[src/rtl/sram_loader_pkg.sv]
// ============================================================================
// Module      : sram_loader_pkg
// Description : Shared state encoding and constants for the SRAM block loader.
// Revision    : 1.0 - initial release
// ============================================================================
`default_nettype none

package sram_loader_pkg;

    typedef enum logic [1:0] {
        ST_IDLE   = 2'd0,
        ST_ISSUE  = 2'd1,
        ST_DRAIN  = 2'd2,
        ST_FINISH = 2'd3
    } loader_state_t;

    localparam int WORDS_PER_BLOCK = 32;
    localparam int MEM_LAT_MIN     = 1;
    localparam int MEM_LAT_MAX     = 3;

    function automatic bit mem_lat_legal(input int lat);
        return (lat >= MEM_LAT_MIN) && (lat <= MEM_LAT_MAX);
    endfunction

endpackage

`default_nettype wire

[src/rtl/loader_delay_line.sv]
// ============================================================================
// Module      : loader_delay_line
// Description : DEPTH-stage shift register carrying a valid bit and a word
//               index alongside each outstanding SRAM read.
// Revision    : 1.0 - initial release
// ============================================================================
`default_nettype none

module loader_delay_line #(
    parameter int DEPTH = 1,
    parameter int IDX_W = 5
) (
    input  logic             clk,
    input  logic             rst_n,
    input  logic             i_valid,
    input  logic [IDX_W-1:0] i_idx,
    output logic             o_valid,
    output logic [IDX_W-1:0] o_idx
);

    logic             r_valid [DEPTH];
    logic [IDX_W-1:0] r_idx   [DEPTH];

    always_ff @(posedge clk or negedge rst_n) begin
        if (!rst_n) begin
            for (int i = 0; i < DEPTH; i++) begin
                r_valid[i] <= 1'b0;
                r_idx[i]   <= '0;
            end
        end else begin
            r_valid[0] <= i_valid;
            r_idx[0]   <= i_idx;
            for (int i = 1; i < DEPTH; i++) begin
                r_valid[i] <= r_valid[i-1];
                r_idx[i]   <= r_idx[i-1];
            end
        end
    end

    assign o_valid = r_valid[DEPTH-1];
    assign o_idx   = r_idx[DEPTH-1];

endmodule

`default_nettype wire

[src/rtl/sram_block_loader.sv]
// ============================================================================
// Module      : sram_block_loader
// Description : Copies one 32-word SRAM block into the register file at one
//               word per cycle. Optional running checksum output is enabled
//               with `define SRAM_LOADER_CHECKSUM_EN.
// Revision    : 1.0 - initial release
// ============================================================================
`default_nettype none

module sram_block_loader
    import sram_loader_pkg::*;
#(
    parameter int DATA_W     = 32,
    parameter int MEM_ADDR_W = 7,
    parameter int RF_ADDR_W  = 5,
    parameter int MEM_LAT    = 1
) (
    input  logic                          CLOCK_50,
    input  logic                          nReset,
    input  logic                          start,
    input  logic [MEM_ADDR_W-RF_ADDR_W-1:0] blockSel,
    output logic                          busy,
    output logic                          done,
    output logic                          nMemOut,
    output logic [MEM_ADDR_W-1:0]         memAdd,
    input  logic [DATA_W-1:0]             memData,
    output logic [RF_ADDR_W-1:0]          writeSel,
    output logic [DATA_W-1:0]             data,
    output logic                          we
`ifdef SRAM_LOADER_CHECKSUM_EN
    ,
    output logic [DATA_W-1:0]             checksum
`endif
);

    localparam logic [RF_ADDR_W-1:0] c_last_idx = {RF_ADDR_W{1'b1}};

    generate
        if (!mem_lat_legal(MEM_LAT) || ((1 << RF_ADDR_W) != WORDS_PER_BLOCK)) begin : g_param_check
            $error("sram_block_loader: illegal MEM_LAT or RF_ADDR_W");
        end
    endgenerate

    loader_state_t          r_state;
    logic [RF_ADDR_W-1:0]   r_k;
    logic                   w_issue_valid;
    logic                   w_cap_valid;
    logic [RF_ADDR_W-1:0]   w_cap_idx;

    assign w_issue_valid = (r_state == ST_ISSUE);

    // Tracks which word index each in-flight read belongs to.
    loader_delay_line #(
        .DEPTH (MEM_LAT),
        .IDX_W (RF_ADDR_W)
    ) u_delay_line (
        .clk     (CLOCK_50),
        .rst_n   (nReset),
        .i_valid (w_issue_valid),
        .i_idx   (r_k),
        .o_valid (w_cap_valid),
        .o_idx   (w_cap_idx)
    );

    always_ff @(posedge CLOCK_50 or negedge nReset) begin
        if (!nReset) begin
            r_state <= ST_IDLE;
            r_k     <= '0;
            memAdd  <= '0;
            nMemOut <= 1'b1;
            busy    <= 1'b0;
            done    <= 1'b0;
        end else begin
            done <= 1'b0;
            case (r_state)
                ST_IDLE: begin
                    if (start) begin
                        r_state <= ST_ISSUE;
                        memAdd  <= {blockSel, {RF_ADDR_W{1'b0}}};
                        r_k     <= '0;
                        nMemOut <= 1'b0;
                        busy    <= 1'b1;
                    end
                end
                ST_ISSUE: begin
                    if (r_k == c_last_idx) begin
                        r_state <= ST_DRAIN;
                        nMemOut <= 1'b1;
                    end else begin
                        r_k    <= r_k + RF_ADDR_W'(1);
                        memAdd <= memAdd + MEM_ADDR_W'(1);
                    end
                end
                ST_DRAIN: begin
                    // The last word is on the write port this cycle.
                    if (we && (writeSel == c_last_idx)) begin
                        r_state <= ST_FINISH;
                        busy    <= 1'b0;
                        done    <= 1'b1;
                    end
                end
                ST_FINISH: begin
                    r_state <= ST_IDLE;
                end
                default: begin
                    r_state <= ST_IDLE;
                end
            endcase
        end
    end

    // Returning read data goes straight to the register-file write port.
    always_ff @(posedge CLOCK_50 or negedge nReset) begin
        if (!nReset) begin
            we       <= 1'b0;
            writeSel <= '0;
            data     <= '0;
        end else begin
            we <= w_cap_valid;
            if (w_cap_valid) begin
                writeSel <= w_cap_idx;
                data     <= memData;
            end
        end
    end

`ifdef SRAM_LOADER_CHECKSUM_EN
    logic [DATA_W-1:0] r_checksum;

    always_ff @(posedge CLOCK_50 or negedge nReset) begin
        if (!nReset) begin
            r_checksum <= '0;
        end else if ((r_state == ST_IDLE) && start) begin
            r_checksum <= '0;
        end else if (we) begin
            r_checksum <= r_checksum + data;
        end
    end

    assign checksum = r_checksum;
`endif

endmodule

`default_nettype wire
[config.mk]
export PLATFORM = sky130hd
export DESIGN_NAME = sram_block_loader
export DESIGN_NICKNAME = d
export VERILOG_FILES = /design/src/rtl/sram_loader_pkg.sv /design/src/rtl/loader_delay_line.sv /design/src/rtl/sram_block_loader.sv
export SDC_FILE = /design/constraint.sdc
export NUM_CORES = 1
export LEC_CHECK = 0
export BUFFER_PORTS_ARGS = -buffer_cell sky130_fd_sc_hd__buf_2
export CAP_MARGIN = 20
export CORE_MARGIN = 5
export CORE_UTILIZATION = 40
export CTS_CLUSTER_DIAMETER = 60
export CTS_CLUSTER_SIZE = 30
export DETAILED_ROUTE_END_ITERATION = 12
export GPL_TIMING_DRIVEN = 1
export PLACE_DENSITY = 0.68
export SLEW_MARGIN = 20
export SYNTH_ARGS = -nofsm -noshare
export SYNTH_HDL_FRONTEND = slang
export SYNTH_SLANG_ARGS = --single-unit
[constraint.sdc]
create_clock -name CLOCK_50 -period 3.57 [get_ports CLOCK_50]
set_input_delay 0.1785 -clock CLOCK_50 [delete_from_list [all_inputs] [get_ports CLOCK_50]]
set_output_delay 0.1785 -clock CLOCK_50 [all_outputs]
set_load 0.05 [all_outputs]
==> results.md <==
* Number of global-route vias before repair at 1712
* CP startpoint: r_k[1]
* Yosys reg bits at 61
* Post-cts sizing count at 0
* Slew headroom at 0.4729
* Die Y at 89.47 um
* Crit share post-route at 0.5428
* RSZ-0062 raised after global routing: no
* Root buffer cell: clkbuf_8
* Worst-margin pin slew at 0.7907 ns
* Synth-to-layout area growth at 29.17%
* CP startpoint kind: flop
* HPWL Detailed at 3.579 mm
* Skew final at 0.005337 ns
* RD Place Congestion at 0.7535
* WP data arrival at 2.14 ns
* Register Area at 1528 um2
* Core Area at 6241 um2
* IO Count at 85
* CP Capture Type: flop
* Final Hold Vio Count at 0
* Largest net degree at the start of global routing at 39
* Clock period minus worst slack at 1.938 ns
* Critical path cell sequence: ha_1 -> and3_1 -> ha_1 -> nand2_1 -> and3_1 -> xnor2_1 -> nor2_1
* Area of the multi-input gates at 938.4 um2
* Vias/cell at 4.813
* Initial antenna violation count at 0
* Buffers on Ports at 84
* Width of the die at 89.47 um
* Max-capacitance violation count at 0
* Mapped Cells at 186
* Status: finished clean
* Syn Area/Cell at 13.58 um2
* Clk_lat worst skew at 0.33 ns
* Most area-hungry cell type in the Yosys netlist: dfrtp_1
* ANT cells at 0
* Synth top area share at 0.5944
* Post-DRT Antenna Nets at 0
* Global-route wire length before repair at 8.059 mm
* H-tree depth at 3
* CP max FO at 10
* CTS tree: built
* Type of the most critical hold path: input port to flop
* Hold buffers post-CTS at 1
* Worst stage delay on the critical path at 0.43 ns
* Global Route Usage Sum at 0.1349
* WP data required at 3.77 ns
* Synth area leaders: dfrtp_1 59%, mux2_2 16%, ha_1 3.0%
* DR pass1 iterations at 4
* Initial core utilization at 0.4048
* Post-Syn Nets at 229
* Final slew viol count at 0
* Fillers at 564
* Max clock buf depth at 2
* DR iter-0 viols at 46
* Final setup vio count at 0
* Final Routed Wirelength at 4.953 mm
* Number of distinct library cells after synthesis at 34
* Clock Sink Count at 61
* Nets at 319
* Fin Setup TNS at 0 ns
* Row cnt at 29
* Post-synthesis cell area at 2526 um2
* Share of layout cells above drive strength 1 at 0.5053
* Sequential cell area fraction in the yosys report at 0.6048
* Crit-path slowest cell: dfrtp_1
* Routed len/inst at 13.84 um
* Clk slew on worst S/H paths at 0.07 ns
* Most common cell after layout, fill and taps aside: buf_2
* Setup bufs post-CTS at 0
* CTS buffer count at 9
* R2R Path Start: r_k[1]
* Critical path class: flop to flop
* Most frequent cells in the layout: 84 x buf_2, 60 x dfrtp_1, 37 x mux2_2, 10 x clkbuf_8
* Hold path start: memData[24]
* Via count at 1723
* Gr ovfl total at 0
* Yosys warns at 0
* Die ar. at 8005 um2
* # DRC at 0
* Fmax at 516.1 MHz
[final timing paths]
path	endpoint	slack, ns	depth (start not counted)
hold reg to reg	u_delay_line.o_idx[3]	0.43	0
hold / removal	data[24]	0.08	2
max in group asynchronous	u_delay_line.o_idx[1]	2.25	3
min in group asynchronous	data[5]	0.47	2
setup reg to reg	memAdd[2]	1.63	7
setup / recovery	memAdd[2]	1.63	7
[cells by family after synthesis]
| family | after synthesis | share of synthesized area |
|---|---|---|
| muxes | 42 | 0.1872 |
| DFF | 61 | 0.6048 |
| adders and majority gates | 6 | 0.02972 |
| and+or+nand+nor | 39 | 0.08172 |
| AOI/OAI and AO/OA | 21 | 0.05547 |
| buffers and inverters | 12 | 0.02377 |
| xor gates and xnor gates | 5 | 0.01733 |
[synthesized netlist by cell type]
library cell / instances
o32a_1: 1
or3_1: 1
mux2i_1: 3
o21ai_0: 3
xor2_1: 4
nand3_1: 5
nor2_1: 9
nand3_2: 1
and4_1: 1
a22o_1: 4
mux2_1: 1
buf_6: 1
dfstp_2: 1
nor2b_1: 3
o21ai_1: 4
nor2b_4: 1
a211oi_2: 1
mux2_2: 37
nand2_1: 9
dfrtp_1: 60
ha_1: 6
or2_1: 1
a2bb2oi_1: 1
a21oi_1: 5
buf_1: 1
o22ai_1: 1
buf_2: 6
a22oi_1: 1
inv_1: 4
nand4_1: 3
and2_1: 1
xnor2_1: 1
and3_1: 4
mux2_4: 1
[sequential cells by signal, summed over array words and instances (netlist names), 2 cells and up]
| signal | flops |
|---|---|
| r_k | 5 |
| data | 32 |
| r_state | 2 |
| writeSel | 5 |
| u_delay_line.o_idx | 5 |
| memAdd | 7 |
[worst max-delay path, delay by kind of cell (launching register included)]
| family | cells | cell delay, ns |
|---|---|---|
| adders and majority gates | 2 | 0.53 |
| xor gates and xnor gates | 1 | 0.13 |
| and+or+nand+nor | 4 | 0.73 |
| DFF | 1 | 0.43 |
[routing by layer]
layer,track usage,wire length [um]
met1,0.1750,2128
met2,0.2090,2363
met3,0.04516,393
met4,0.05277,68
met5,0,0
[per-stage QoR]
stage	cells	util	setup slack (ns)	area [um2]	hold WS [ns]
floorplan	186	-	1.829	2526	-0.1171
global placement	341	0.4828	1.690	3013	0.3044
detailed placement	341	0.4828	1.632	3013	0.3198
CTS	358	0.5229	1.626	3263	0.06107
global route	358	0.5229	1.450	3263	0.05461
finish	358	0.5229	1.632	3263	0.08010
[cell type report]
| type | instances | area share |
|---|---|---|
| Clock buffer | 12 | 0.04448 |
| Timing Repair Buffer | 87 | 0.1365 |
| Tap cell | 77 | 0.02952 |
| Clock inverter | 4 | 0.02914 |
| Sequential cell | 61 | 0.4682 |
| Multi-Input combinational cell | 113 | 0.2876 |
| Inverter | 4 | 0.004601 |
Power is left out: the tool's default activity adds up to more than one toggle a clock period on the data nets, which glitch-free logic cannot reach.
